[src/rtl/tcdm_stream_pkg.sv]
// tcdm_stream_pkg: shared types for the TCDM stream reader.
// Address-width helper, FSM states and the request bundle.
package tcdm_stream_pkg;

  function automatic int unsigned tcdm_addr_width(
    input int unsigned nr_banks,
    input int unsigned depth,
    input int unsigned data_width
  );
    return $clog2(nr_banks * depth * data_width / 8);
  endfunction

  typedef enum logic [1:0] {
    IDLE,
    ISSUE,
    DRAIN
  } state_e;

  // Width-independent request fields; a reader only ever issues
  // plain reads from the accelerator side.
  typedef struct packed {
    logic       write;
    logic [3:0] amo;
    logic [4:0] core_id;
    logic       is_core;
  } tcdm_req_t;

  localparam tcdm_req_t TcdmReadReq = '{
    write:   1'b0,
    amo:     4'h0,
    core_id: 5'h0,
    is_core: 1'b0
  };

endpackage

[src/rtl/tcdm_stream_fifo.sv]
// tcdm_stream_fifo: response buffer for the stream reader.
// Power-of-two depth, push and pop allowed together when full.
module tcdm_stream_fifo
  import tcdm_stream_pkg::*;
#(
  parameter int unsigned Depth = 4,
  parameter int unsigned Width = 64
) (
  input  logic                     clk_i,
  input  logic                     rst_ni,
  input  logic                     push,
  input  logic [Width-1:0]         wdata,
  input  logic                     pop,
  output logic [Width-1:0]         rdata,
  output logic                     full,
  output logic                     empty,
  output logic [$clog2(Depth):0]   count
);

  localparam int unsigned PtrW = $clog2(Depth);
  localparam int unsigned CntW = PtrW + 1;

  logic [Width-1:0] mem [Depth];
  logic [PtrW-1:0]  wr_ptr;
  logic [PtrW-1:0]  rd_ptr;
  logic [CntW-1:0]  cnt;
  logic             do_push;
  logic             do_pop;

  assign do_pop  = pop && !empty;
  assign do_push = push && (!full || pop);
  assign full    = (cnt == CntW'(Depth));
  assign empty   = (cnt == '0);
  assign count   = cnt;
  assign rdata   = mem[rd_ptr];

  // Pointers wrap naturally because Depth is a power of two.
  always_ff @(posedge clk_i or negedge rst_ni) begin
    if (!rst_ni) begin
      wr_ptr <= '0;
      rd_ptr <= '0;
      cnt    <= '0;
    end else begin
      if (do_push) wr_ptr <= wr_ptr + 1'b1;
      if (do_pop)  rd_ptr <= rd_ptr + 1'b1;
      cnt <= cnt + CntW'(do_push) - CntW'(do_pop);
    end
  end

  // Storage needs no reset; only entries below count are visible.
  always_ff @(posedge clk_i) begin
    if (do_push) mem[wr_ptr] <= wdata;
  end

endmodule

[src/rtl/tcdm_stream_reader.sv]
// tcdm_stream_reader: strided TCDM read requester with
// credit-based flow control and an in-order output stream.
module tcdm_stream_reader
  import tcdm_stream_pkg::*;
#(
  parameter int unsigned NarrowDataWidth = 64,
  parameter int unsigned TCDMDepth       = 64,
  parameter int unsigned NrBanks         = 8,
  parameter int unsigned TCDMAddrWidth   =
    tcdm_addr_width(NrBanks, TCDMDepth, NarrowDataWidth),
  parameter int unsigned FifoDepth       = 4,
  parameter int unsigned LenWidth        = 16
) (
  input  logic                         clk_i,
  input  logic                         rst_ni,
  input  logic                         start_i,
  input  logic [TCDMAddrWidth-1:0]     base_addr_i,
  input  logic [TCDMAddrWidth-1:0]     stride_i,
  input  logic [LenWidth-1:0]          len_i,
  output logic                         busy_o,
  output logic                         done_o,
  output logic                         err_o,
  output logic                         tcdm_req_write_o,
  output logic [TCDMAddrWidth-1:0]     tcdm_req_addr_o,
  output logic [3:0]                   tcdm_req_amo_o,
  output logic [NarrowDataWidth-1:0]   tcdm_req_data_o,
  output logic [4:0]                   tcdm_req_user_core_id_o,
  output logic                         tcdm_req_user_is_core_o,
  output logic [NarrowDataWidth/8-1:0] tcdm_req_strb_o,
  output logic                         tcdm_req_q_valid_o,
  input  logic                         tcdm_rsp_q_ready_i,
  input  logic                         tcdm_rsp_p_valid_i,
  input  logic [NarrowDataWidth-1:0]   tcdm_rsp_data_i,
  output logic [NarrowDataWidth-1:0]   data_o,
  output logic                         valid_o,
  input  logic                         ready_i
);

  localparam int unsigned CntW = $clog2(FifoDepth) + 1;
  localparam logic [CntW:0] CreditMax = (CntW + 1)'(FifoDepth);

  state_e                     state;
  logic [TCDMAddrWidth-1:0]   addr_q;
  logic [TCDMAddrWidth-1:0]   stride_q;
  logic [LenWidth-1:0]        len_q;
  logic [LenWidth-1:0]        issued_q;
  logic [LenWidth-1:0]        popped_q;
  logic [CntW-1:0]            outstanding_q;
  logic                       busy_q;
  logic                       done_q;
  logic                       err_q;

  logic [CntW-1:0]            fifo_count;
  logic                       fifo_full;
  logic                       fifo_empty;
  logic                       credit_ok;
  logic                       q_valid;
  logic                       req_hs;
  logic                       rsp_ok;
  logic                       rsp_stray;
  logic                       pop;
  logic                       last_issue;
  logic                       last_pop;

  // Every in-flight read owns a FIFO slot, so the buffer can never
  // overflow even though responses cannot be stalled. The sum only
  // grows on a handshake, hence q_valid never drops before ready.
  assign credit_ok =
    ({1'b0, outstanding_q} + {1'b0, fifo_count}) < CreditMax;

  assign q_valid    = (state == ISSUE) && credit_ok;
  assign req_hs     = q_valid && tcdm_rsp_q_ready_i;
  assign rsp_ok     = tcdm_rsp_p_valid_i && (outstanding_q != '0);
  assign rsp_stray  = tcdm_rsp_p_valid_i && (outstanding_q == '0);
  assign valid_o    = !fifo_empty;
  assign pop        = valid_o && ready_i;
  assign last_issue = req_hs && (issued_q == len_q - 1'b1);
  assign last_pop   = pop && (popped_q == len_q - 1'b1);

  assign busy_o                  = busy_q;
  assign done_o                  = done_q;
  assign err_o                   = err_q;
  assign tcdm_req_q_valid_o      = q_valid;
  assign tcdm_req_addr_o         = addr_q;
  assign tcdm_req_write_o        = TcdmReadReq.write;
  assign tcdm_req_amo_o          = TcdmReadReq.amo;
  assign tcdm_req_user_core_id_o = TcdmReadReq.core_id;
  assign tcdm_req_user_is_core_o = TcdmReadReq.is_core;
  assign tcdm_req_data_o         = '0;
  assign tcdm_req_strb_o         = '1;

  tcdm_stream_fifo #(
    .Depth (FifoDepth),
    .Width (NarrowDataWidth)
  ) i_fifo (
    .clk_i  (clk_i),
    .rst_ni (rst_ni),
    .push   (rsp_ok),
    .wdata  (tcdm_rsp_data_i),
    .pop    (pop),
    .rdata  (data_o),
    .full   (fifo_full),
    .empty  (fifo_empty),
    .count  (fifo_count)
  );

  // Reads in flight: up on a request, down on a matched response.
  always_ff @(posedge clk_i or negedge rst_ni) begin
    if (!rst_ni) begin
      outstanding_q <= '0;
    end else begin
      unique case ({req_hs, rsp_ok})
        2'b10:   outstanding_q <= outstanding_q + 1'b1;
        2'b01:   outstanding_q <= outstanding_q - 1'b1;
        default: outstanding_q <= outstanding_q;
      endcase
    end
  end

  // Transfer sequencing: launch, issue strided reads, drain output.
  always_ff @(posedge clk_i or negedge rst_ni) begin
    if (!rst_ni) begin
      state    <= IDLE;
      addr_q   <= '0;
      stride_q <= '0;
      len_q    <= '0;
      issued_q <= '0;
      popped_q <= '0;
      busy_q   <= 1'b0;
      done_q   <= 1'b0;
      err_q    <= 1'b0;
    end else begin
      done_q <= 1'b0;
      unique case (state)
        IDLE: begin
          if (start_i) begin
            err_q    <= 1'b0;
            addr_q   <= base_addr_i;
            stride_q <= stride_i;
            len_q    <= len_i;
            issued_q <= '0;
            popped_q <= '0;
            if (len_i != '0) begin
              state  <= ISSUE;
              busy_q <= 1'b1;
            end else begin
              done_q <= 1'b1;
            end
          end
        end
        ISSUE: begin
          if (pop) popped_q <= popped_q + 1'b1;
          if (req_hs) begin
            addr_q   <= addr_q + stride_q;
            issued_q <= issued_q + 1'b1;
            if (last_issue) state <= DRAIN;
          end
        end
        DRAIN: begin
          if (pop) popped_q <= popped_q + 1'b1;
          if (last_pop) begin
            state  <= IDLE;
            busy_q <= 1'b0;
            done_q <= 1'b1;
          end
        end
        default: state <= IDLE;
      endcase
      if (rsp_stray) err_q <= 1'b1;
    end
  end

endmodule

[config.mk]
export PLATFORM = sky130hd
export DESIGN_NAME = tcdm_stream_reader
export DESIGN_NICKNAME = d
export VERILOG_FILES = /design/src/rtl/tcdm_stream_pkg.sv /design/src/rtl/tcdm_stream_fifo.sv /design/src/rtl/tcdm_stream_reader.sv
export SDC_FILE = /design/constraint.sdc
export NUM_CORES = 1
export LEC_CHECK = 0
export CORE_UTILIZATION = 30
export CTS_BUF_LIST = sky130_fd_sc_hd__clkbuf_8
export DETAILED_ROUTE_END_ITERATION = 6
export PLACE_DENSITY = 0.49
export SLEW_MARGIN = 15
export SYNTH_ARGS = -nofsm -noshare
export SYNTH_HDL_FRONTEND = slang
export SYNTH_HIERARCHICAL = 1
export SYNTH_SLANG_ARGS = --single-unit
[constraint.sdc]
create_clock -name clk_i -period 3.9 [get_ports clk_i]
set_clock_uncertainty 0.2 [all_clocks]
set_input_delay 0.585 -clock clk_i [delete_from_list [all_inputs] [get_ports clk_i]]
set_output_delay 0.585 -clock clk_i [all_outputs]
set_load 0.01 [all_outputs]
# ---- Word level (Yosys, flattened, before mapping)
# Memory sizes are Yosys's and may differ from the RTL's.
# Cells that the tools add are included.
dict set report totals {
  regBits 87
  ramBits 256
  input_bits 110
  out_inout_bits 164
  n_memories 1
}
dict set report op_classes {
  n_addsub 11
  order_cmp 1
  eq_ne 13
  n_mux 28
  reduce_logical 30
}
# memory depth width read_ports rd_ports_with_merged_regs wr line
set mem_list {}
lappend mem_list {i_fifo.mem 4 64 1 0 1 tcdm_stream_fifo.sv:23} ;# logic [Width-1:0] mem [Depth];
# cell count
set op_table {}
lappend op_table {{16-bit case mux with 2 select lines} 2}
lappend op_table {{16-bit 2-to-1 mux} 3}
lappend op_table {{16-bit by 1-bit adder with 16-bit output (second input constant)} 2}
lappend op_table {{16-bit == test} 2}
lappend op_table {{12-bit 2-to-1 mux} 2}
lappend op_table {{12-bit case mux with 2 select lines} 1}
lappend op_table {{16-bit nonzero test} 1}
lappend op_table {{16-bit by 1-bit subtractor with 16-bit output (second input constant)} 1}
lappend op_table {{12-bit adder} 1}
lappend op_table {{2-bit nonzero test} 6}
lappend op_table {{1-bit 2-to-1 mux} 11}
lappend op_table {{2-bit 2-to-1 mux} 5}
lappend op_table {{2-bit != test (second input constant)} 5}
lappend op_table {{1-bit logical AND} 9}
lappend op_table {{3-bit zero test} 2}
lappend op_table {{2-bit case mux with 3 select lines} 1}
lappend op_table {{3-bit case mux with 2 select lines} 1}
lappend op_table {{3-bit AND reduction} 2}
lappend op_table {{5-bit AND reduction} 1}
lappend op_table {{2-bit by 1-bit adder with 2-bit output (second input constant)} 2}
lappend op_table {{3-bit by 3-bit adder with 4-bit output} 1}
lappend op_table {{2-bit by 1-bit == test with 1-bit output (second input constant)} 2}
lappend op_table {{2-bit == test (second input constant)} 2}
lappend op_table {{4-bit by 3-bit < comparator with 1-bit output (second input constant)} 1}
lappend op_table {{other kinds (14)} 17}

# ---- Longest topological paths before layout
dict set report depth {
  depth_word 8
  mapped_depth 12
  depth_no_buf 11
}

# ---- Cells and area by module
# Netlist, hierarchy kept.
# module n_inst cells_each area_per_inst_um2 seq_area_each_um2
set modules_own_cells {}
lappend modules_own_cells {tcdm_stream_fifo 1 370 9635.5 7862.5}
lappend modules_own_cells {tcdm_stream_reader 1 592 5645.4 2001.9}

# ---- Worst setup path after synthesis
# No wires, ideal clock.
dict set report synth_path {
  kind {register to register}
  start {register i_fifo.cnt[2] (netlist: i_fifo/count[2])}
  end {register state[0]}
  setup_time_ns 0.125
  arrival_time_ns 2.943
  path_slack_ns 0.632
  stages_incl_launch_ff 10
  path_buffers 0
  period_less_slack_ns 3.268
  cell_sequence {dfrtp_1 ha_1 or4b_2 a31oi_1 nand2_1 nor4_1 o2111ai_1 o41ai_1 and3_4 mux2_4}
}
dict set report synth_between {
  elab_chain_cells 7
}
# element line
set synth_lines {}
lappend synth_lines {{start: declaration} tcdm_stream_fifo.sv:26} ;# logic [CntW-1:0] cnt;
lappend synth_lines {{start signal: assignment} tcdm_stream_fifo.sv:46} ;# cnt <= cnt + CntW'(do_push) - CntW'(do_pop);
lappend synth_lines {{3-bit by 3-bit adder with 4-bit output *} tcdm_stream_reader.sv:69} ;# ({1'b0, outstanding_q} + {1'b0, fifo_count}) < CreditMax;
lappend synth_lines {{4-bit by 3-bit < comparator with 1-bit output *} tcdm_stream_reader.sv:69}
lappend synth_lines {{1-bit logical AND *} tcdm_stream_reader.sv:71} ;# assign q_valid = (state == ISSUE) && credit_ok;
lappend synth_lines {{net tcdm_req_q_valid_o} tcdm_stream_reader.sv:30} ;# output logic tcdm_req_q_valid_o,
lappend synth_lines {{1-bit logical AND *} tcdm_stream_reader.sv:72} ;# assign req_hs = q_valid && tcdm_rsp_q_ready_i;
lappend synth_lines {{1-bit logical AND} tcdm_stream_reader.sv:77} ;# assign last_issue = req_hs && (issued_q == len_q - 1'b1);
lappend synth_lines {{2-bit != test (no source line)} -}
lappend synth_lines {{5-bit AND reduction (no source line) *} -}
lappend synth_lines {{end signal: assignment} tcdm_stream_reader.sv:123} ;# state <= IDLE;
lappend synth_lines {{end signal: assignment} tcdm_stream_reader.sv:144} ;# state <= ISSUE;
lappend synth_lines {{end signal: assignment} tcdm_stream_reader.sv:156} ;# if (last_issue) state <= DRAIN;
lappend synth_lines {{end: declaration} tcdm_stream_reader.sv:42} ;# state_e state;
# Mark *: on every way through the listed nets, which the timed path passes. The rest lies on a longest branch.
# A chain may end at the register's enable or synchronous reset.

# ---- Worst setup path after layout
dict set report layout_path {
  start {register i_fifo.cnt[2] (netlist: i_fifo/count[2])}
  end {output tcdm_req_q_valid_o}
}
dict set report layout_between {
  elab_chain_cells 3
}
# element line
set layout_lines {}
lappend layout_lines {{3-bit by 3-bit adder with 4-bit output} tcdm_stream_reader.sv:69}
lappend layout_lines {{4-bit by 3-bit < comparator with 1-bit output} tcdm_stream_reader.sv:69}
lappend layout_lines {{1-bit logical AND} tcdm_stream_reader.sv:71}
lappend layout_lines {{end: declaration} tcdm_stream_reader.sv:30}
# Every way passes these cells.

==> PnR_summary.wiki <==
{| class="wikitable"
! Metric !! Value
|-
| Result of the run || completed
|-
| Reg clk slew, reported paths || 0.06 ns
|-
| Post-placement cell count || 1820
|-
| Initial DRC count || 375
|-
| Cell chosen for the clock root || sky130_fd_sc_hd__clkbuf_8
|-
| TritonCTS clock tree || done
|-
| Startpoint of the tightest hold check path || stride_q[3]$_DFFE_PN0P_
|-
| Gpl congestion || 0.801
|-
| Number of violations of the max-capacitance limit || 0
|-
| Total power density per cell area || 607 nW/um^2
|-
| Clk Latency, worst-skew pair || 0.66 ns
|-
| Share of the cycle needed by the critical path after routing || 95.2%
|-
| Mapped Cells || 961
|-
| Row count || 82
|-
| Hold Slack || 0.306 ns
|-
| Final min period || 3.71 ns
|-
| Number of buffers created by CTS || 60
|-
| Hpwl dp || 23200 um
|-
| Total overflow reported by the global router || 0
|-
| Area of the die || 51800 um^2
|-
| Total design power || 11.5 mW
|-
| Launching instance or port of the critical path || i_fifo/count[2]$_DFF_PN0_
|-
| DRC viols || 0
|-
| Detailed-router iteration count before antenna repair || 4
|-
| Kind of critical path || flop to output pin
|-
| Fill cell total of the finished layout || 4780
|-
| Nets || 1351
|-
| Height of the die || 228 um
|-
| Total Neg Setup Slack || 0 ns
|-
| Clock sink total || 343
|-
| Maximum buffer depth of the clock tree || 3
|-
| Total global-route track usage || 13.6%
|-
| VDD IR max || 0.275 mV
|-
| Initial cell density of the core || 30.5%
|-
| Port Buffers || 190
|-
| Deepest level of the CTS H-tree || 2
|-
| Final antenna-violating net count || 0
|-
| Vias in the first global route || 9055
|-
| Setup repair after global routing missed its margin || false
|-
| Data required time at the worst endpoint || 3.12 ns
|-
| Wire length of the first global-routing pass || 52800 um
|-
| CP endpoint kind || output pin
|-
| YS warnings || 6
|-
| Cell Area, Synth || 15300 um^2
|-
| Count of cells resized by post-cts repair || 0
|-
| Routed Wire Length || 35100 um
|-
| Boundary Pins || 274
|-
| Largest net degree at the start of global routing || 58
|-
| Relative area change from synthesis to final layout || 24.4%
|-
| Wire length per cell || 18.2 um
|-
| Critical Path Start Type || flop
|-
| Standard cell core area || 50200 um^2
|-
| Routed via count divided by cell count || 4.47
|-
| Final Max Tran Viols || 0
|-
| Relative slew margins || 49.1%
|-
| Lkg Pwr || 7.19 nW
|-
| Fraction of layout instances using a drive strength above 1 || 17.4%
|-
| Mapped Avg Cell Area || 15.9 um^2
|-
| Total via count after detailed routing || 8615
|-
| Reg-to-reg startpoint || len_q[0]$_DFFE_PN0P_
|-
| Class of the tightest hold or removal check || flop to flop
|-
| Number of endpoints with negative hold slack in the final report || 0
|-
| Crit path max fanout || 5
|-
| Worst Tran Pin Value || 0.763 ns
|-
| Antenna diode count || 0
|-
| Final std cells w/o fill || 1928
|-
| Data arrival at the endpoint of the critical path || 2.93 ns
|-
| Horizontal die dimension || 228 um
|-
| Number of failing setup endpoints in the final timing report || 0
|-
| Initial antenna violation count || 1
|-
| Max Freq || 269 MHz
|}
[routing by layer]
| metal | wire [um] | GRT usage (%) |
|---|---|---|
| met3 | 2190 | 3.57 |
| met4 | 820 | 5.30 |
| met5 | 13 | 0 |
| met2 | 17400 | 22.8 |
| met1 | 14700 | 16.7 |
[metrics by stage]
step	area (um^2)	utilization [%]	setup WS (ns)
3_3_place_gp	17900	35.6	0.332
6_report	19000	37.9	0.187
5_1_grt	19000	37.9	0.0503
4_1_cts	19000	37.8	0.0517
2_1_floorplan	15600	-	0.632
3_5_place_dp	17900	35.6	0.336
[worst max-delay path, cell delays in order (launching register included)]
cell,delay (ns)
sky130_fd_sc_hd__dfrtp_1,0.44
sky130_fd_sc_hd__ha_1,0.28
sky130_fd_sc_hd__or4b_2,0.66
sky130_fd_sc_hd__a31oi_1,0.24
sky130_fd_sc_hd__clkdlybuf4s50_1,0.65
[where the power goes]
part | leakage (nW) | total (mW) | switching, mW | internal [mW]
clock network | 0.657 | 3.04 | 1.47 | 1.57
registers | 3.46 | 4.95 | 0.315 | 4.64
logic | 3.07 | 3.54 | 1.61 | 1.93
total | 7.19 | 11.5 | 3.39 | 8.14
[area by class of cell]
type | count | area [um^2] | area share (%)
multi-input cells | 554 | 4820 | 25.4
flip-flops and latches | 343 | 9870 | 51.9
clock buffers | 64 | 881 | 4.63
well taps | 672 | 841 | 4.42
inverters | 29 | 109 | 0.573
clock inverters | 42 | 214 | 1.13
repair buffers | 224 | 2270 | 11.9
[cell usage in the layout, fill, tap and decap left out, drive strengths merged, types with 5 or more instances in the layout]
master           n
nand4           10
dfrtp           87
ha              26
buf             34
clkinv          13
xnor2           38
mux2i           10
mux2            30
nor4            11
xor2            33
mux4            64
clkbuf          64
and2             7
nor2            37
xnor3            6
inv             57
nand3           13
or4              5
nand2           43
nor2b            5
clkdlybuf4s50  189
conb            83
edfxtp         256
o21ai           30
nor3            19
and3             7
or3              7
a21oi           19
a31oi            5
[sequential cells by signal (all words and copies together) (netlist names)]
| name | cells |
|---|---|
| i_fifo/mem | 256 |
| issued_q | 16 |
| len_q | 16 |
| popped_q | 16 |
| stride_q | 12 |
| tcdm_req_addr_o | 12 |
| i_fifo/count | 3 |
| outstanding_q | 3 |
| i_fifo/rd_ptr | 2 |
| i_fifo/wr_ptr | 2 |
| state | 2 |
| busy_o | 1 |
| done_o | 1 |
| err_o | 1 |
[path summary, 6_finish.rpt]
path,end,slack [ns],depth (start not counted)
min in group asynchronous,stride_q[9]$_DFFE_PN0P_,0.33,2
setup reg to reg,state[0]$_DFFE_PN0P_,0.36,10
setup / recovery,tcdm_req_q_valid_o,0.19,4
hold / removal,stride_q[3]$_DFFE_PN0P_,0.31,1
max in group asynchronous,popped_q[10]$_DFFE_PN0P_,2.40,3
hold reg to reg,stride_q[3]$_DFFE_PN0P_,0.31,1
[what timing repair did]
item,in CTS,in global routing
hold buffers,1,0
setup buffers,0,1
endpoints found under the hold margin,55,0
setup endpoints to repair,0,2
No activity file was read; power rests on OpenSTA's default activity.
==> patch: new RTL, same flow settings <==
Encoding of `state_e`: now one-hot (3 bits for 3 states).
--- a/src/rtl/tcdm_stream_pkg.sv
+++ b/src/rtl/tcdm_stream_pkg.sv
@@ -10,10 +10,10 @@
     return $clog2(nr_banks * depth * data_width / 8);
   endfunction
 
-  typedef enum logic [1:0] {
-    IDLE,
-    ISSUE,
-    DRAIN
+  typedef enum logic [2:0] {
+    IDLE  = 3'b001,
+    ISSUE = 3'b010,
+    DRAIN = 3'b100
   } state_e;
 
   // Width-independent request fields; a reader only ever issues
Formal check against the unedited RTL: same outputs for any inputs over 4 cycles, from zero or initial values and one cycle with rst_ni low; so few cycles prove little.
==> patch against the unedited design <==
- power increased by 21%
- sequential cell count increased by 1
- combinational power increased by 56%
- synthesized area increased by 2.0%
- maximum frequency increased by 2.4%
- cell area increased by 1.1%
- largest cell class unchanged
- wire length increased by 4.4%
- critical path depth decreased by 1
- setup slack improved by 0.087 ns
==> patch: results <==
status:
  status: "finished, final reports clean"
power_and_ir_drop:
  ir_worst_vdd_uv: 357
  cellLeakagePower_nw: 7.14
  p_int_mw: 9.23
cells_and_area:
  nNetsFinal: 1441
  drive_gt1_frac: 0.152
  fillers: 4983
critical_path:
  cp-startpoint: "i_fifo/rd_ptr[0]$_DFFE_PN0P_"
  r2r_cells: 9
  r2r_slack_ns: 0.54
  worstPathArrival_ns: 2.84
  crit_fanout: 20
placed_design:
  dp_hpwl_um: 24500
  pre_cts_ws_ns: 0.357
  gp_congestion: 0.757
timing:
  worst_pin_slew_ns: 1.01
  finalCritPeriodShare: 0.930
global_route:
  grt.total_usage: 0.138
  grt_max_degree: 74
  first_global_vias: 9538
  grt_pass1_wl_um: 56500
min_path:
  worstHoldStart: "stride_i[0]"
  hold_path.class: "in2reg"
  holdPathStages: 3
cts:
  htree_levels: 2
drt:
  via_per_inst: 4.59
  dr.first_iter.drc_count: 407
  dr.pass1.iters: 5
## patch: cell type report
cell class / instances / share of cell area
Clock buffer: 64 / 0.0458
Clock inverter: 38 / 0.0120
Inverter: 21 / 0.00410
Multi-Input combinational cell: 651 / 0.262
Sequential cell: 344 / 0.515
Tap cell: 680 / 0.0443
Timing Repair Buffer: 227 / 0.117
## patch: worst paths after layout
| path | to |
|---|---|
| worst max-delay path | data_o[55] |
| max in group asynchronous | stride_q[4]$_DFFE_PN0P_ |
| min in group asynchronous | len_q[8]$_DFFE_PN0P_ |
| worst min-delay path | stride_q[0]$_DFFE_PN0P_ |
| worst min register to register | stride_q[10]$_DFFE_PN0P_ |
| worst max register to register | state[2]$_DFFE_PN0P_ |
## patch: metal layers
layer,vias to the layer above,global-route usage,share of wire
met5,-,0,0.00025
met3,44,0.0356,0.059
met4,2,0.0445,0.018
met1,4698,0.183,0.45
li1,4317,-,-
met2,243,0.221,0.47
## patch: stage by stage
stage	hold slack [ns]	instance area [µm²]	total power, mW	utilization	std cells
6_report	0.266	19200	13.9	0.375	2025
5_1_grt	0.233	19200	14.9	0.375	2025
4_1_cts	0.198	19200	14.2	0.375	2025
3_5_place_dp	0.271	18100	11.0	0.353	1922
3_3_place_gp	0.264	18100	11.0	0.353	1922
2_1_floorplan	0.0894	15900	8.70	-	1147
## patch: worst max-delay path: stages, from the launching register on
cell	delay (ns)
dfrtp_4	0.71
buf_4	0.39
mux4_2	0.55
clkdlybuf4s50_1	0.54
## patch: power by group through the flow
stage               combinational, mW  clock [mW]  sequential [mW]
finish                           5.52        3.11             5.32
global route                     6.04        3.40             5.43
CTS                              5.65        3.25             5.34
detailed placement               5.62           0             5.41
global placement                 5.63           0             5.38
floorplan                        3.52           0             5.19
